$ cat config.mk
export PLATFORM = sky130hd
export DESIGN_NAME = sipo_frame_loader_flat
export DESIGN_NICKNAME = d
export VERILOG_FILES = /design/src/rtl/decoder1024_pkg.sv /design/src/rtl/sipo_frame_loader_if.sv /design/src/rtl/piso_word.sv /design/src/rtl/sipo_frame_loader.sv /design/src/flat_wrapper.sv
export SDC_FILE = /design/constraint.sdc
export NUM_CORES = 1
export LEC_CHECK = 0
export CAP_MARGIN = 20
export CORE_ASPECT_RATIO = 2
export CORE_MARGIN = 2
export CORE_UTILIZATION = 55
export DETAILED_ROUTE_END_ITERATION = 6
export HOLD_SLACK_MARGIN = 0.08
export PLACE_DENSITY = 0.83
export SLEW_MARGIN = 15
export SYNTH_ARGS = -nofsm -noshare
export SYNTH_HDL_FRONTEND = slang
export SYNTH_HIERARCHICAL = 1
export SYNTH_SLANG_ARGS = --single-unit
$ cat constraint.sdc
create_clock -name clk -period 6.1 [get_ports clk]
set_input_delay 1.22 -clock clk [delete_from_list [all_inputs] [get_ports clk]]
set_output_delay 1.22 -clock clk [all_outputs]
set_load 0.02 [all_outputs]
$ cat src/rtl/decoder1024_pkg.sv
// Shared definitions for the decoder1024 front end.
// Contents: loader FSM state enum, default SIPO length/word width, clog2 helper.
package decoder1024_pkg;

  localparam int unsigned SIZE_DEF = 1024;
  localparam int unsigned W_DEF    = 16;

  typedef enum logic [2:0] {
    ST_IDLE  = 3'd0,
    ST_CLEAR = 3'd1,
    ST_LOAD  = 3'd2,
    ST_SHIFT = 3'd3,
    ST_DONE  = 3'd4
  } state_e;

  // Smallest r with 2**r >= v.
  function automatic int unsigned clog2(input int unsigned v);
    int unsigned r;
    r = 0;
    while ((64'd1 << r) < 64'(v)) r = r + 1;
    return r;
  endfunction

endpackage

$ cat src/rtl/sipo_frame_loader_if.sv
// Word handshake between a frame source and sipo_frame_loader.
// Signals: word_data (W), word_valid (source -> loader), word_ready (loader -> source).
interface sipo_frame_loader_if #(
  parameter int unsigned W = 16
) ();

  logic [W-1:0] word_data;
  logic         word_valid;
  logic         word_ready;

  modport master (output word_data, output word_valid, input word_ready);
  modport slave  (input word_data, input word_valid, output word_ready);

endinterface

$ cat src/rtl/piso_word.sv
// W-bit load/shift register feeding the SIPO serial input, MSB first.
// Ports: clk, rnot (sync active-low reset), i_load (load i_data, wins over shift),
//        i_shift (shift left by one), i_data (W), o_msb (current bit W-1).
module piso_word #(
  parameter int unsigned W = 16
) (
  input  logic         clk,
  input  logic         rnot,
  input  logic         i_load,
  input  logic         i_shift,
  input  logic [W-1:0] i_data,
  output logic         o_msb
);

  logic [W-1:0] r_shreg;

  // Load a fresh word or move the next bit into the MSB position.
  always_ff @(posedge clk) begin
    if (!rnot) begin
      r_shreg <= '0;
    end else if (i_load) begin
      r_shreg <= i_data;
    end else if (i_shift) begin
      r_shreg <= {r_shreg[W-2:0], 1'b0};
    end
  end

  assign o_msb = r_shreg[W-1];

endmodule

$ cat src/rtl/sipo_frame_loader.sv
// Feeds a SIZE-bit SIPO: clears it, then serializes SIZE/W handshaked words
// MSB first so word 0 ends up in out[SIZE-1 -: W].
// Ports: clk, rnot (sync active-low reset), start, abort, word_if (slave word
//        handshake), sipo_clear, sipo_en, sipo_in, busy, frame_done, frame_valid.
module sipo_frame_loader
  import decoder1024_pkg::*;
#(
  parameter int unsigned SIZE = SIZE_DEF,
  parameter int unsigned W    = W_DEF
) (
  input  logic                clk,
  input  logic                rnot,
  input  logic                start,
  input  logic                abort,
  sipo_frame_loader_if.slave  word_if,
  output logic                sipo_clear,
  output logic                sipo_en,
  output logic                sipo_in,
  output logic                busy,
  output logic                frame_done,
  output logic                frame_valid
);

  localparam int unsigned NWORDS = SIZE / W;
  localparam int unsigned BW     = clog2(W);
  localparam int unsigned WCW    = (NWORDS > 1) ? clog2(NWORDS) : 1;

  state_e         r_state, w_state_nxt;
  logic [BW-1:0]  r_bit_cnt, w_bit_cnt_nxt;
  logic [WCW-1:0] r_word_cnt, w_word_cnt_nxt;
  logic           r_sipo_clear, r_sipo_en, r_busy, r_frame_done, r_frame_valid;
  logic           w_frame_valid_nxt;
  logic           w_last_bit, w_last_word, w_ready, w_accept;
  logic           w_load, w_shift, w_msb;

  assign w_last_bit  = (r_bit_cnt == BW'(W - 1));
  assign w_last_word = (r_word_cnt == WCW'(NWORDS - 1));

  // Ready in LOAD, and in the last bit slot of a non-final word for back-to-back reload.
  assign w_ready  = (r_state == ST_LOAD) ||
                    ((r_state == ST_SHIFT) && w_last_bit && !w_last_word);
  assign w_accept = word_if.word_valid && w_ready;

  assign word_if.word_ready = w_ready;

  piso_word #(.W(W)) u_piso (
    .clk     (clk),
    .rnot    (rnot),
    .i_load  (w_load),
    .i_shift (w_shift),
    .i_data  (word_if.word_data),
    .o_msb   (w_msb)
  );

  // State, counters and registered outputs; outputs decode the next state so they align with it.
  always_ff @(posedge clk) begin
    if (!rnot) begin
      r_state       <= ST_IDLE;
      r_bit_cnt     <= '0;
      r_word_cnt    <= '0;
      r_sipo_clear  <= 1'b0;
      r_sipo_en     <= 1'b0;
      r_busy        <= 1'b0;
      r_frame_done  <= 1'b0;
      r_frame_valid <= 1'b0;
    end else begin
      r_state       <= w_state_nxt;
      r_bit_cnt     <= w_bit_cnt_nxt;
      r_word_cnt    <= w_word_cnt_nxt;
      r_sipo_clear  <= (w_state_nxt == ST_CLEAR);
      r_sipo_en     <= (w_state_nxt == ST_SHIFT);
      r_busy        <= (w_state_nxt == ST_CLEAR) || (w_state_nxt == ST_LOAD) ||
                       (w_state_nxt == ST_SHIFT);
      r_frame_done  <= (w_state_nxt == ST_DONE);
      r_frame_valid <= w_frame_valid_nxt;
    end
  end

  // Next-state, counter and shift-register control.
  always_comb begin
    w_state_nxt       = r_state;
    w_bit_cnt_nxt     = r_bit_cnt;
    w_word_cnt_nxt    = r_word_cnt;
    w_frame_valid_nxt = r_frame_valid;
    w_load            = 1'b0;
    w_shift           = 1'b0;

    case (r_state)
      ST_IDLE: begin
        if (start) begin
          w_state_nxt       = ST_CLEAR;
          w_frame_valid_nxt = 1'b0;
        end
      end
      ST_CLEAR: begin
        w_word_cnt_nxt = '0;
        w_state_nxt    = ST_LOAD;
      end
      ST_LOAD: begin
        if (w_accept) begin
          w_load        = 1'b1;
          w_bit_cnt_nxt = '0;
          w_state_nxt   = ST_SHIFT;
        end
      end
      ST_SHIFT: begin
        if (!w_last_bit) begin
          w_shift       = 1'b1;
          w_bit_cnt_nxt = r_bit_cnt + BW'(1);
        end else if (!w_last_word) begin
          w_word_cnt_nxt = r_word_cnt + WCW'(1);
          if (w_accept) begin
            w_load        = 1'b1;
            w_bit_cnt_nxt = '0;
          end else begin
            w_state_nxt = ST_LOAD;
          end
        end else begin
          w_state_nxt       = ST_DONE;
          w_frame_valid_nxt = 1'b1;
        end
      end
      ST_DONE: begin
        if (start) begin
          w_state_nxt       = ST_CLEAR;
          w_frame_valid_nxt = 1'b0;
        end else begin
          w_state_nxt = ST_IDLE;
        end
      end
      default: w_state_nxt = ST_IDLE;
    endcase

    // Abort beats start and any word handshake in the same cycle.
    if (abort) begin
      w_state_nxt       = ST_IDLE;
      w_load            = 1'b0;
      w_shift           = 1'b0;
      w_frame_valid_nxt = 1'b0;
    end
  end

  assign sipo_clear  = r_sipo_clear;
  assign sipo_en     = r_sipo_en;
  assign sipo_in     = w_msb;
  assign busy        = r_busy;
  assign frame_done  = r_frame_done;
  assign frame_valid = r_frame_valid;

endmodule

$ cat src/flat_wrapper.sv
// flat-port wrapper written by rule: the top's interface ports become plain ports
module sipo_frame_loader_flat import decoder1024_pkg::*;
#(
  parameter int unsigned SIZE = SIZE_DEF,
  parameter int unsigned W    = W_DEF
)
  (clk, rnot, start, abort, sipo_clear, sipo_en, sipo_in, busy, frame_done, frame_valid, word_if_word_data, word_if_word_valid, word_if_word_ready);
  sipo_frame_loader_if #(.W(W)) word_if_i ();
  input  logic clk;
  input  logic rnot;
  input  logic start;
  input  logic abort;
  output logic sipo_clear;
  output logic sipo_en;
  output logic sipo_in;
  output logic busy;
  output logic frame_done;
  output logic frame_valid;
  input wire logic [$bits(word_if_i.word_data)-1:0] word_if_word_data;
  input wire logic [$bits(word_if_i.word_valid)-1:0] word_if_word_valid;
  output wire logic [$bits(word_if_i.word_ready)-1:0] word_if_word_ready;
  assign word_if_i.word_data = word_if_word_data;
  assign word_if_i.word_valid = word_if_word_valid;
  assign word_if_word_ready = word_if_i.word_ready;
  sipo_frame_loader #(.SIZE(SIZE), .W(W)) u_core (.clk(clk), .rnot(rnot), .start(start), .abort(abort), .word_if(word_if_i), .sipo_clear(sipo_clear), .sipo_en(sipo_en), .sipo_in(sipo_in), .busy(busy), .frame_done(frame_done), .frame_valid(frame_valid));
endmodule
==> impl_results.md <==
- Syn-to-layout area delta: 19.44%
- Setup TNS Final: 0 ns
- Arr. time, crit path: about 2.2 ns
- Sw Ratio: ~22%
- Worst-path clk slew: 0.07 ns
- Core area: 3120 sq um
- Initial antenna violation count: 0
- Number of max-cap violations: 0
- Total CTS buffers: 5
- Final Total Pwr: roughly 0.00042 W
- Ys Warns: 6
- Post-synth top flop: dfxtp_1
- WL per Instance: about 15 um
- GRT Overall Usage: between 20% and 30%
- Row Count: 29
- # diodes: 0
- Wirelength, routed: roughly 3600 um
- Chip Height: 83.93 um
- PwrDens: 201.1 nW/um^2
- Clk_lat worst skew: around 0.28 ns
- Fraction of registers with async set/reset: 0%
- Post-CTS Resized: 0
- Reg2reg start: u_core/r_state[0]
- Seq pwr share: a little over half
- Worst reg-to-reg setup slack: 3.85 ns
- CTS H-tree lvls: 2
- Pre-antenna DRT Iters: 4
- Post-synth EDFFs: 0
- Gr ovfl total: 0
- Largest net degree at the start of global routing: 33
- CTS tree: yes
- Hold path startpoint: u_core/r_word_cnt[4]
- Crit path max fanout: 6
- Clock power frac: 40.4%
- Cells on worst reg2reg path: 6
- Post-CTS Hold Buffers: 0
- Slew at the pin with the worst max-slew slack: between 0.7 and 0.8 ns
- CTS sink cnt: 34
- Final setup violation count: 0
- I/O Pins: 28
- Final hold viol count: 0
- Hold endpoint: u_core/r_word_cnt[4]
- DIE WIDTH: roughly 44 um
- Tmin final: roughly 3.4 ns
- Placed cell count: between 200 and 250
- Max_slew headroom: a little under half
- Static Leak: approximately 0.94 nW
- Longest Clk Path Bufs: 2
- Root Buffer: clkbuf_8
- Via count: 1438
- Worst Setup End Kind: primary output
- I/O Buffers: 27
- Number of remaining DRC errors: 0
- Post-CTS Setup Bufs: 0
- First-pass GRT wire length: around 6400 um
- Number of fill cells: approximately 260
- Starting DRT DRC Count: ~50
- DRT antenna net count: 0
- Startpoint types: register
- Post-Place Setup Slack: between 3 and 4 ns
- RSZ-0062 raised after global routing: false
- Post-Syn Area: 1757 sq um
- Nets: about 230
- Starting Density: 56.30%
- Min-delay worst type: reg2reg
- FF-to-FF End: u_core/u_piso/r_shreg[1]
- Drt via density: around 6.1
- Worst Skew: 0.004356 ns
- Net Sw Power: 0.00009103 W
- Share of layout cells above drive strength 1: 14.71%
- Max VDD drop: ~230 uV
- Critical path required time: between 4 and 5 ns
- Worst hold stages: 2
- Critical path class: reg2out
- DPL Wire Length: roughly 2600 um
- Seq cells post-synth: 34
- Synth Area per Inst: 9.925 sq um
- Netlist cell types: 45
- Seq/Total Area, Yosys: 38.75%
- Final Cycle Share: a little under three fifths
- Vias in the first global route: between 1000 and 1500
- Internal power: 0.0003309 W
- Slew Viols, Final: 0
- Comb power frac: between 6 and 7%
- Status: complete, no violations
- Syn nets: 200
- Syn Inst Count: roughly 180
- Total die area: approximately 3700 sq um
- GP Congestion: roughly 0.88
- Setup ws final: 2.698 ns
- Fin cells: 235
- Fmax: about 0.29 GHz
==> placed cells by master, fill, tap and decap left out, types with 2 or more instances in the layout <==
| cell type | netlist | final |
|---|---|---|
| nand2b_1 | 17 | 17 |
| nand3_1 | 6 | 6 |
| nand3b_1 | 2 | 2 |
| mux2_4 | 9 | 9 |
| a31oi_1 | 2 | 2 |
| o21ai_0 | 7 | 7 |
| inv_1 | 4 | 4 |
| clkbuf_8 | 0 | 6 |
| o211a_1 | 16 | 16 |
| nor2_1 | 4 | 4 |
| nand2_1 | 9 | 9 |
| nor2b_1 | 2 | 2 |
| and3_1 | 3 | 3 |
| nand4_1 | 2 | 2 |
| clkdlybuf4s50_1 | 0 | 27 |
| dfxtp_1 | 34 | 34 |
| a2bb2oi_1 | 2 | 2 |
| a21oi_1 | 9 | 9 |
| and2_1 | 3 | 3 |
| o211ai_1 | 3 | 3 |
| buf_4 | 0 | 2 |
| ha_1 | 2 | 2 |
| or3_1 | 5 | 5 |
| mux2_2 | 6 | 6 |
==> state kept, by name, summed over array words and instances, names as in the netlist, 3 cells and up <==
register,cells
u_core/r_bit_cnt,4
u_core/r_state,3
u_core/r_word_cnt,6
u_core/u_piso/r_shreg,16
==> logic make-up (layout without fill, tap and decap cells) <==
group,Yosys count,after routing,share of synthesized area [%]
mux,15,15,11.54
compound gates,50,50,22.22
fa+ha+maj,2,2,1.424
flops,34,34,38.75
buf+inv,14,41,5.341
simple gates,62,62,20.73
==> cells in the mapped netlist (all sizes together), types with 2 or more instances <==
| cell type | instances | share of area [%] |
|---|---|---|
| or3 | 5 | 1.8 |
| nor2b | 2 | 0.71 |
| clkbuf | 4 | 0.85 |
| a31oi | 2 | 0.71 |
| a21oi | 9 | 2.6 |
| nor2 | 4 | 0.85 |
| o21ai | 7 | 2.0 |
| nand3b | 2 | 0.85 |
| nand3 | 7 | 2.3 |
| buf | 6 | 3.6 |
| ha | 2 | 1.4 |
| nand2b | 17 | 6.1 |
| mux2 | 15 | 12 |
| nand2 | 9 | 1.9 |
| o211ai | 3 | 1.3 |
| o211a | 16 | 9.1 |
| a2bb2oi | 2 | 1.0 |
| and2 | 3 | 1.1 |
| and3 | 4 | 1.5 |
| nand4 | 2 | 0.71 |
| inv | 4 | 0.85 |
| dfxtp | 34 | 39 |
==> area by class of cell <==
class,count,area (sq um),area share (%)
clock buffer,7,86.33,4.114
clock inverter,1,5.005,0.2385
inverter,4,15.01,0.7156
multi-input combinational,129,987.2,47.05
sequential,34,680.7,32.44
tap,31,38.79,1.849
timing repair buffer,29,285.3,13.60
==> how the worst max path moves through the flow <==
stage / start / endpoint / slack (ns) / cells past startpoint
4_1_cts: u_core/r_bit_cnt[0] / word_if_word_ready / 2.72 / 5
2_1_floorplan: u_core/r_bit_cnt[0] / word_if_word_ready / 3.56 / 4
3_5_place_dp: rnot / u_core/sipo_clear / 3.04 / 5
5_1_grt: u_core/r_bit_cnt[0] / word_if_word_ready / 2.58 / 5
6_report: u_core/r_bit_cnt[0] / word_if_word_ready / 2.70 / 5
3_3_place_gp: rnot / u_core/sipo_clear / 3.12 / 5
==> worst max-delay path: stages, from the launching register on <==
cell and delay, ns:
dfxtp_1 0.41, ha_1 0.29, nand3_2 0.15, o21bai_1 0.23
a21oi_1 0.20, clkdlybuf4s50_1 0.62
==> layer usage <==
metal  wire [um]  track usage (%)
met1        1373            24.97
met2        1906            37.30
met3         138            4.329
met4         139            13.77
met5           0                0
==> through the flow <==
stage	area [sq um]	utilization, %	hold WS, ns
after floorplan	1757	-	0.4670
after global placement	2007	64.31	0.4751
after detailed placement	2007	64.31	0.4975
after CTS	2098	67.24	0.5086
after global routing	2098	67.24	0.5452
final	2098	67.24	0.5064
==> power by group through the flow <==
stage          registers (W)   logic (W)  clock network [W]
2_1_floorplan       0.000230  0.00000983                  0
3_3_place_gp        0.000230   0.0000265                  0
3_5_place_dp        0.000230   0.0000267                  0
4_1_cts             0.000225   0.0000270           0.000175
5_1_grt             0.000225   0.0000291           0.000186
6_report            0.000225   0.0000268           0.000170
(Power assumes the default switching activity.)
==> patch (same settings) <==
The package constant `SIZE_DEF` goes from 1024 to 512.
--- a/src/rtl/decoder1024_pkg.sv
+++ b/src/rtl/decoder1024_pkg.sv
@@ -3,5 +3,5 @@
 package decoder1024_pkg;
 
-  localparam int unsigned SIZE_DEF = 1024;
+  localparam int unsigned SIZE_DEF = 512;
   localparam int unsigned W_DEF    = 16;
 
Function: same outputs for any inputs over 10 cycles, from zero or initial values; that may be too few to reach the edited logic, so the function may still have changed.
==> patch against the unedited design <==
Cell area is 1.4% lower; synthesized area is 2.4% lower; first-iteration DRC count is 12% lower; sequential cell count is 1 lower; combinational power is 8.6% higher; sequential share of layout area is 0.50 points lower; setup slack worse by 0.10 ns; power is 1.0% higher; clock skew is 0.0016 ns lower; non-clock buffer count stayed put; register-to-register slack worse by 0.22 ns; routed wire length is 4.9% higher; largest cell class unchanged.
==> patch: results <==
{
  "outcome": "finished clean",
  "post-cts-setup-buffers": 0,
  "dr.pass1.iters": 4,
  "yosys-top-cells-area": "dfxtp_1 39%, o211a_1 9.3%, mux2_4 7.9%",
  "async_flop_share_pct": 0,
  "cts_resized": 0,
  "numCtsBuffers": 5,
  "port_buffers": 27,
  "finClkSkew_ns": 0.00274,
  "path_max_fanout": 7,
  "slew_headroom_pct": 26.3,
  "r2r_cells": 9,
  "grt_usage_pct": 22.4,
  "grt_pass1_wl_um": 6250,
  "grt_max_degree": 33,
  "worst_ir_drop_vdd_uv": 187,
  "synth_common_cells": "33 x dfxtp_1, 21 x nand2b_1, 16 x o211a_1, 15 x nand2_1, 9 x mux2_4",
  "post-dp-hpwl_um": 2690,
  "synthFlopType": "dfxtp_1",
  "clockBufferDepth": 2,
  "critPathArrivalTime_ns": 2.28,
  "wl_um": 3730,
  "ctsRootBufferMaster": "clkbuf_8",
  "nets": 221,
  "synth_top_area_share_pct": 38.5,
  "worst_r2r_endpoint": "u_core/u_piso/r_shreg[12]$_SDFFE_PN0P_",
  "yosysWarnings": 6,
  "synth_fp_nets": 196,
  "drtIter0Drc": 43,
  "place_worst_setup_slack_ns": 2.90,
  "yosysSeqAreaShare_pct": 38.5,
  "p_leak_nw": 0.977,
  "synth_cells": 172,
  "max_freq_mhz": 286,
  "vias": 1430,
  "critical_path.max_stage_delay_ns": 0.63,
  "r2r_slack_ns": 3.63,
  "grt_pass1_vias": 1462,
  "reg_top3": "u_core/u_piso/r_shreg: 16 flops, u_core/r_word_cnt: 5 flops, u_core/r_bit_cnt: 4 flops",
  "regToRegStartpoint": "u_core/r_word_cnt[0]$_SDFFE_PN0P_",
  "antenna_found_initial": 0,
  "drive_above_1_share_pct": 15.2,
  "synth_cell_types": 38,
  "fill_cells": 232,
  "hold_slack_ns": 0.485,
  "vias_per_cell": 6.27,
  "gp_congestion": 0.938,
  "worst_setup_path_start_kind": "flop",
  "diodes": 0,
  "hold_class": "flop to flop"
}
[patch: changes by cell type after synthesis, moves of 3 or more]
cell      before  now
o21ai_0        7    0
o22ai_1        0    5
and2_1         3    0
nand2_1        9   15
nand3_1        6    3
or3_1          5    0
nand2b_1      17   21
[patch: kinds of logic after synthesis]
family / after synthesis / synth area share [%]
mux: 15 / 11.8
buf+inv: 14 / 5.18
fa+ha+maj: 3 / 2.19
simple gates: 65 / 22.8
compound gates: 42 / 19.5
flops: 33 / 38.5
[patch: per-layer routing]
layer	vias up	wire length, um	global-route usage [%]	part of all wire [%]
met1	684	1390	21.5	37
met3	6	202	6.74	5.4
met2	60	2080	40.4	56
met5	-	0	0	0
met4	0	63	11.3	1.7
li1	680	-	-	-
[patch: metrics by stage]
stage	cell area, sq um	util (%)
global route	2070	69.5
floorplan	1710	-
global placement	1950	65.5
CTS	2050	68.9
finish	2070	69.5
detailed placement	1950	65.5
[patch: worst max-delay path, delay by kind of cell (launching register included)]
family,cells,cell delay [ns]
flops,1,0.34
compound gates,1,0.20
buf+inv,1,0.63
fa+ha+maj,2,0.44
simple gates,2,0.40
[patch: area by class of cell]
| class | instances | area (sq um) | share of cell area [%] |
|---|---|---|---|
| clock inverters | 1 | 5.00 | 0.242 |
| inverters | 3 | 11.3 | 0.544 |
| multi-input cells | 125 | 965 | 46.6 |
| flip-flops and latches | 33 | 661 | 31.9 |
| well taps | 30 | 37.5 | 1.81 |
| repair buffers | 29 | 293 | 14.2 |
| clock buffers | 7 | 96.3 | 4.66 |
[patch: power by group]
group          internal [mW]  switching (mW)
logic                 0.0181          0.0110
registers              0.217         0.00198
clock network          0.102          0.0759
total                  0.337          0.0889
